### src/rtl/wb_pkg.sv
// Shared types and defaults for the register-file writeback arbiter.
package wb_pkg;

  localparam int DefDataWidth  = 16;
  localparam int DefNumRegs    = 16;
  localparam int DefIndexWidth = $clog2(DefNumRegs);
  localparam int DefQueueDepth = 2;

  typedef struct packed {
    logic [DefIndexWidth-1:0] addr;
    logic [DefDataWidth-1:0]  data;
  } wb_entry_t;

endpackage

### src/rtl/wb_queue.sv
// Circular FIFO with a separate occupancy count so full and empty never alias.
// A push becomes visible at the head one cycle later; push when full and pop when empty are ignored.
module wb_queue
  import wb_pkg::*;
#(
  parameter type entry_t  = wb_entry_t,
  parameter int  Depth    = DefQueueDepth,
  parameter int  CntWidth = $clog2(Depth + 1)
) (
  input  logic                clk,
  input  logic                rstN,
  input  logic                push,
  input  entry_t              push_entry,
  input  logic                pop,
  output entry_t              head,
  output logic                full,
  output logic                empty,
  output logic [CntWidth-1:0] count
);

  localparam int                  PtrWidth = (Depth > 1) ? $clog2(Depth) : 1;
  localparam logic [PtrWidth-1:0] LastPtr  = PtrWidth'(Depth - 1);
  localparam logic [CntWidth-1:0] FullCnt  = CntWidth'(Depth);

  entry_t              mem [Depth];
  logic [PtrWidth-1:0] rd_ptr;
  logic [PtrWidth-1:0] wr_ptr;
  logic                do_push;
  logic                do_pop;

  assign full    = (count == FullCnt);
  assign empty   = (count == '0);
  assign do_push = push && !full;
  assign do_pop  = pop && !empty;
  assign head    = mem[rd_ptr];

  always_ff @(posedge clk) begin
    if (do_push) mem[wr_ptr] <= push_entry;
  end

  always_ff @(posedge clk or negedge rstN) begin
    if (!rstN) begin
      rd_ptr <= '0;
      wr_ptr <= '0;
      count  <= '0;
    end else begin
      if (do_push) wr_ptr <= (wr_ptr == LastPtr) ? '0 : wr_ptr + PtrWidth'(1);
      if (do_pop)  rd_ptr <= (rd_ptr == LastPtr) ? '0 : rd_ptr + PtrWidth'(1);
      if (do_push && !do_pop)      count <= count + CntWidth'(1);
      else if (do_pop && !do_push) count <= count - CntWidth'(1);
    end
  end

endmodule

### src/rtl/writeback_arbiter.sv
// Merges ALU results (priority) and queued load results onto one registered write port; 1 cycle for ALU, 2 for loads.
// memReady drops when the load queue is full; WB_STARVE_GUARD_EN adds an aluStall that forces one load through.
module writeback_arbiter
  import wb_pkg::*;
#(
  parameter int DataWidth  = DefDataWidth,
  parameter int NumRegs    = DefNumRegs,
  parameter int IndexWidth = $clog2(NumRegs),
  parameter int QueueDepth = DefQueueDepth
) (
  input  logic                  clk,
  input  logic                  rstN,
  input  logic                  aluValid,
  input  logic [IndexWidth-1:0] aluAddr,
  input  logic [DataWidth-1:0]  aluData,
  output logic                  aluStall,
  input  logic                  memValid,
  output logic                  memReady,
  input  logic [IndexWidth-1:0] memAddr,
  input  logic [DataWidth-1:0]  memData,
  input  logic                  issueValid,
  input  logic [IndexWidth-1:0] issueAddr,
  output logic [NumRegs-1:0]    busyMask,
  output logic                  writeEn,
  output logic [IndexWidth-1:0] writeAddr,
  output logic [DataWidth-1:0]  writeData
);

  localparam int                  CntWidth = $clog2(QueueDepth + 1);
  localparam logic [CntWidth-1:0] DepthCnt = CntWidth'(QueueDepth);

  typedef struct packed {
    logic [IndexWidth-1:0] addr;
    logic [DataWidth-1:0]  data;
  } entry_t;

  entry_t              push_entry;
  entry_t              head;
  logic                q_full;
  logic                q_empty;
  logic [CntWidth-1:0] q_count;
  logic                alu_win;
  logic                pop;
  logic [NumRegs-1:0]  busy_next;

  // Readiness depends only on occupancy so a same-cycle pop never opens a slot early.
  assign memReady   = (q_count < DepthCnt);
  assign alu_win    = aluValid && !aluStall;
  assign pop        = !alu_win && !q_empty;
  assign push_entry = '{addr: memAddr, data: memData};

  wb_queue #(
    .entry_t (entry_t),
    .Depth   (QueueDepth),
    .CntWidth(CntWidth)
  ) u_queue (
    .clk       (clk),
    .rstN      (rstN),
    .push      (memValid && memReady),
    .push_entry(push_entry),
    .pop       (pop),
    .head      (head),
    .full      (q_full),
    .empty     (q_empty),
    .count     (q_count)
  );

  always_ff @(posedge clk or negedge rstN) begin
    if (!rstN) begin
      writeEn   <= 1'b0;
      writeAddr <= '0;
      writeData <= '0;
    end else begin
      writeEn <= alu_win || pop;
      if (alu_win) begin
        writeAddr <= aluAddr;
        writeData <= aluData;
      end else if (pop) begin
        writeAddr <= head.addr;
        writeData <= head.data;
      end
    end
  end

  // A fresh issue to the register being retired wins: a newer load is still outstanding.
  always_comb begin
    busy_next = busyMask;
    if (pop)        busy_next[head.addr] = 1'b0;
    if (issueValid) busy_next[issueAddr] = 1'b1;
  end

  always_ff @(posedge clk or negedge rstN) begin
    if (!rstN) busyMask <= '0;
    else       busyMask <= busy_next;
  end

`ifdef WB_STARVE_GUARD_EN
  logic [2:0] starve_cnt;

  assign aluStall = (starve_cnt == 3'd4);

  always_ff @(posedge clk or negedge rstN) begin
    if (!rstN)                 starve_cnt <= '0;
    else if (aluStall)         starve_cnt <= '0;
    else if (alu_win && q_full) starve_cnt <= starve_cnt + 3'd1;
  end
`else
  assign aluStall = 1'b0;
`endif

`ifndef SYNTHESIS
  a_alu_waw: assert property (@(posedge clk) disable iff (!rstN) !(aluValid && busyMask[aluAddr]));
  a_q_flags: assert property (@(posedge clk) disable iff (!rstN) q_full == !memReady);
`endif

endmodule

### config.mk
export PLATFORM = sky130hd
export DESIGN_NAME = writeback_arbiter
export DESIGN_NICKNAME = d
export VERILOG_FILES = /design/src/rtl/wb_pkg.sv /design/src/rtl/wb_queue.sv /design/src/rtl/writeback_arbiter.sv
export SDC_FILE = /design/constraint.sdc
export NUM_CORES = 1
export LEC_CHECK = 0
export CORE_MARGIN = 1.5
export CORE_UTILIZATION = 45
export CTS_BUF_LIST = sky130_fd_sc_hd__clkbuf_4 sky130_fd_sc_hd__clkbuf_8
export DETAILED_ROUTE_END_ITERATION = 6
export PLACE_DENSITY_LB_ADDON = 0.25
export SYNTH_ARGS = -nofsm -noshare
export SYNTH_HDL_FRONTEND = slang
export SYNTH_SLANG_ARGS = --single-unit
### constraint.sdc
create_clock -name clk -period 4.6 [get_ports clk]
set_input_delay 1.15 -clock clk [delete_from_list [all_inputs] [get_ports clk]]
set_output_delay 1.15 -clock clk [all_outputs]
set_load 0.02 [all_outputs]
; Yosys cells after proc, flatten, opt, wreduce, memory -nomap -nowiden
; Memory sizes are Yosys's and may differ from the RTL's.
; Index checks and enable logic that the tools add are counted.
[word_totals]
regBits = 41
romBits = 0
memories = 1
in_bits = 49
word_cells = 54
mem_bits_rw = 40
latchBits = 0
[mem_list]
columns = name, words, width, read_ports, rd_clocked_by_memory_dff, write_ports, line
row1 = u_queue.mem, 2, 20, 1, 0, 1, wb_queue.sv:25  ; entry_t mem [Depth];
[op_classes]
bitwise = 3
order_cmp = 5
mul = 0
n_div = 0
n_eq_ne = 1
mux = 16
reduce_logical = 17
add_sub_neg = 4
shifts = 0
[ops]
columns = cell, count
row1 = 2-to-1 mux 16 bit, 4
row2 = bitwise AND 16 bit, 1
row3 = inverter 16 bit, 1
row4 = bitwise OR 16 bit, 1
row5 = less-than comparator 4 x 5 -> 1 bit (second input constant), 2
row6 = demux 1 bit (select 4 bit), 2
row7 = greater-or-equal comparator 4 x 1 -> 1 bit (second input constant), 2
row8 = logical AND 1 bit, 8
row9 = 2-to-1 mux 4 bit, 2
row10 = 2-to-1 mux 1 bit, 6
row11 = logical NOT 1 bit, 5
row12 = 2-to-1 mux 2 bit, 2
row13 = nonzero test 2 bit, 2
row14 = adder 1 bit (second input constant), 2
row15 = adder 2 x 1 -> 2 bit (second input constant), 1
row16 = == test 2 bit (second input constant), 1
row17 = logical NOT 2 bit, 1
row18 = less-than comparator 2 bit (second input constant), 1
row19 = subtractor 2 x 1 -> 2 bit (second input constant), 1
row20 = logical OR 1 bit, 1

; Longest topological paths before layout
; An unclocked memory read counts as a cell.
[logic_depth]
ltp_word = 10
mapped_depth = 6

; By module
; A second synthesis with hierarchy kept.
[unflattened]
cells_unflattened = 247
hier_area_um2 = 3339.5
[modules_own_cells]
columns = mod, cells_each, area_each_um2, seq_area_each_um2, instances
row1 = writeback_arbiter, 166, 1701.6, 925.9, 1
row2 = wb_queue, 81, 1637.8, 1301.2, 1

; Worst setup path after synthesis
; OpenSTA, ideal clock, no wires.
[synth_timing]
kind = input-to-reg
start = in memValid
end = mem u_queue.mem[0][0] (netlist name), enable pin
path_buffers = 0
setup_time_ns = 0.399
stages = 2
setup_slack_ns = 1.850
t_arrival_ns = 2.351
path_cell_list = nor2b_1 > nor2b_1
[synth_between]
elab_chain_cells = 4
[synth_lines]
columns = element, line
row1 = "start, declared", writeback_arbiter.sv:17  ; input logic memValid,
row2 = logical AND 1 bit, writeback_arbiter.sv:59  ; .push (memValid && memReady),
row3 = logical AND 1 bit, wb_queue.sv:33  ; assign do_push = push && !full;
row4 = 2-to-1 mux 1 bit, wb_queue.sv:38  ; if (do_push) mem[wr_ptr] <= push_entry;
row5 = 2-to-1 mux 1 bit (implied by the code), wb_queue.sv:38
row6 = "end, declared", wb_queue.sv:25
; No other way between the ends.

; Worst setup path in the final report
[layout_timing]
start = in memValid
end = mem u_queue.mem[0][6] (netlist name), enable pin
[layout_between]
elab_chain_cells = 4
[layout_lines]
columns = element, line
row1 = logical AND 1 bit, writeback_arbiter.sv:59
row2 = logical AND 1 bit, wb_queue.sv:33
row3 = net u_queue.do_push, wb_queue.sv:28  ; logic do_push;
row4 = 2-to-1 mux 1 bit, wb_queue.sv:38
row5 = 2-to-1 mux 1 bit (implied by the code), wb_queue.sv:38
; The timed path passes the listed nets, and every way through them passes these cells.

==> results.json <==
{
  "outcome": "complete, no violations",
  "grt_pass1_vias": 2401,
  "gr-total-overflow": 0,
  "slew_headroom": 0.2473,
  "setup.worst_path.start_class": "input pin",
  "die-area_um2": 8286,
  "setup_violations": 0,
  "cts_resized": 0,
  "synth-seq-cells": 81,
  "finalHoldWorstSlack_ns": 0.5226,
  "grt_max_degree": 43,
  "clk_pin_slew_ns": 0.09,
  "initial_core_util": 0.4732,
  "drtPass1Iterations": 4,
  "busiest_layer": "met2",
  "hpwl_um": 5056,
  "worst_slack_ns": 1.776,
  "cellPowerDensity_nw_per_um2": 519.8,
  "rsz0062_at_grt": "false",
  "dp_slack_ns": 1.372,
  "fin_nets": 400,
  "yosysTopAreaCell": "edfxtp_1",
  "cap_violations": 0,
  "drt_wl_total_um": 7408,
  "worstMarginPinSlew_ns": 1.129,
  "finalHoldViolCount": 0,
  "cts_buffers": 9,
  "cts_tree": "built",
  "grtUsageTotal": 0.1806,
  "syn_nets": 312,
  "antenna_left": 0,
  "cts.sinks": 81,
  "clk_latency_ns": 0.35,
  "grt_pass1_wl_um": 11500,
  "n_antenna_cell": 0,
  "dr.first_iter.drc_count": 100,
  "htreeDepth": 3,
  "finalPower_w": 0.002395,
  "io_pins": 88,
  "cellLeakagePower_nw": 1.743,
  "hold_buffers": 0,
  "slew_viol_final": 0,
  "tns_ns": 0,
  "cp.arrival_ns": 2.80,
  "reg2reg_depth": 3,
  "cp_data_required_time_ns": 4.57,
  "via_per_inst": 5.339,
  "hp-start": "busyMask[13]",
  "vias": 2424,
  "synthTopCellsByArea": "edfxtp_1 (34%), dfrtp_1 (29%), mux2i_1 (6.3%)",
  "ir_worst_vdd_mv": 0.2899,
  "fill_cells": 582,
  "grt_use_met1": 0.2215,
  "wl_per_cell_um": 16.32,
  "cts-root-buf": "clkbuf_8",
  "port_buffers": 86,
  "r2r-start": "u_queue.rd_ptr",
  "end_kind": "register",
  "ys_seq_area_frac": 0.6387,
  "antenna_found_initial": 0,
  "final_cell_area_um2": 4608,
  "place_congestion": 0.8451,
  "reg2reg_slack_ns": 2.24,
  "holdPathStages": 1,
  "worst_clock_skew_ns": 0.009182,
  "drc": 0,
  "worstReg2RegEnd": "busyMask[14]",
  "synth_cells": 262,
  "rows": 31,
  "core_um2": 7370,
  "crit_path_max_fanout": 20,
  "final_layout_size_suffix_gt1_frac": 0.1155,
  "layout_commonest_cell": "clkdlybuf4s50_1",
  "die_h_um": 91.03,
  "die_x_um": 91.03,
  "fmaxAchievable_mhz": 354.2,
  "whs_endpoint": "busyMask[13]",
  "syn2layout_area_growth_pct": 32.15,
  "cts_buffer_depth": 2,
  "ys_types": 36,
  "synth_top_area_frac": 0.3445,
  "hold_path_class": "register to register",
  "synth.cell_area_um2": 3487,
  "ys.warnings.count": 0,
  "crit_type": "input pin to register",
  "placed_cell_area_um2": 4428,
  "grtUsageMet3": 0.04858,
  "postSynthAreaPerCell_um2": 13.31,
  "cts_setup_buffers": 0,
  "use_met2": 0.2966,
  "post-route-period-util": 0.6138,
  "layout_min_cycle_time_ns": 2.824,
  "layout_common_cells": "clkdlybuf4s50_1 (85), dfrtp_1 (41), edfxtp_1 (40)"
}
-- synth_stat cells, drive strengths merged --
master and number:
a31oi 1, inv 13, a211o 4, nand2b 2, clkbuf 4, o31a 4, ha 1, dfrtp 41
nor3b 1, o21bai 1, xnor2 3, nand3 1, buf 7, o32ai 2, nor2b 5, and2 1
o21ai 19, o211ai 8, or3 1, mux2i 22, and3b 4, nor2 4, o31ai 8, a32oi 4
edfxtp 40, nand4 1, and3 1, o41ai 4, conb 1, mux2 19, xor2 2, o221ai 1
nand2 32
-- per-stage QoR --
stage	utilization	cells
after floorplan	-	262
after global placement	0.6008	438
after detailed placement	0.6008	438
after CTS	0.6253	454
after global routing	0.6253	454
final	0.6253	454
-- sequential cells by signal, summed over array words and instances, names as in the netlist --
register and flops:
writeAddr 4, busyMask 16, u_queue.count 2, writeEn 1
writeData 16, u_queue.wr_ptr 1, u_queue.rd_ptr 1, u_queue.mem 40
-- critical path, cell delays in order --
cell             delay, ns
clkdlybuf4s50_1       0.48
nor2b_1               0.26
nor2b_2               0.90
-- layout make-up --
cell class / instances / area, um^2 / share of cell area
Sequential cell: 81 / 2227 / 0.4833
Multi-Input combinational cell: 157 / 1157 / 0.2512
Timing Repair Buffer: 88 / 870.8 / 0.1890
Clock buffer: 9 / 123.9 / 0.02688
Tap cell: 99 / 123.9 / 0.02688
Clock inverter: 7 / 56.30 / 0.01222
Inverter: 13 / 48.80 / 0.01059
-- cells by family after synthesis --
logic type	share of synthesized area
buffers and inverters	0.03086
xor gates and xnor gates	0.01256
adders and majority gates	0.003588
muxes	0.1267
AOI/OAI and AO/OA	0.1145
and+or+nand+nor	0.07212
other	0.001075
DFF	0.6387
-- power by group --
| part | switching, W | internal, W |
|---|---|---|
| registers | 0.000133 | 0.000932 |
| logic | 0.000436 | 0.000427 |
| clock network | 0.000269 | 0.000199 |
-- worst max path at each step --
stage	start	endpoint	slack, ns	depth (start not counted)
after floorplan	memValid	u_queue.mem[0][0]	1.85	2
after global placement	memValid	u_queue.mem[0][0]	1.42	3
after detailed placement	memValid	u_queue.mem[0][12]	1.37	3
after CTS	memValid	u_queue.mem[0][7]	1.75	3
after global routing	memValid	u_queue.mem[0][4]	1.65	3
final	memValid	u_queue.mem[0][6]	1.78	3
-- layer usage --
layer	vias to the layer above	part of all wire
met2	82	0.50
met4	0	0.025
met5	-	0
li1	1155	-
met1	1171	0.43
met3	16	0.051
Power figures use the tool's default switching activity.
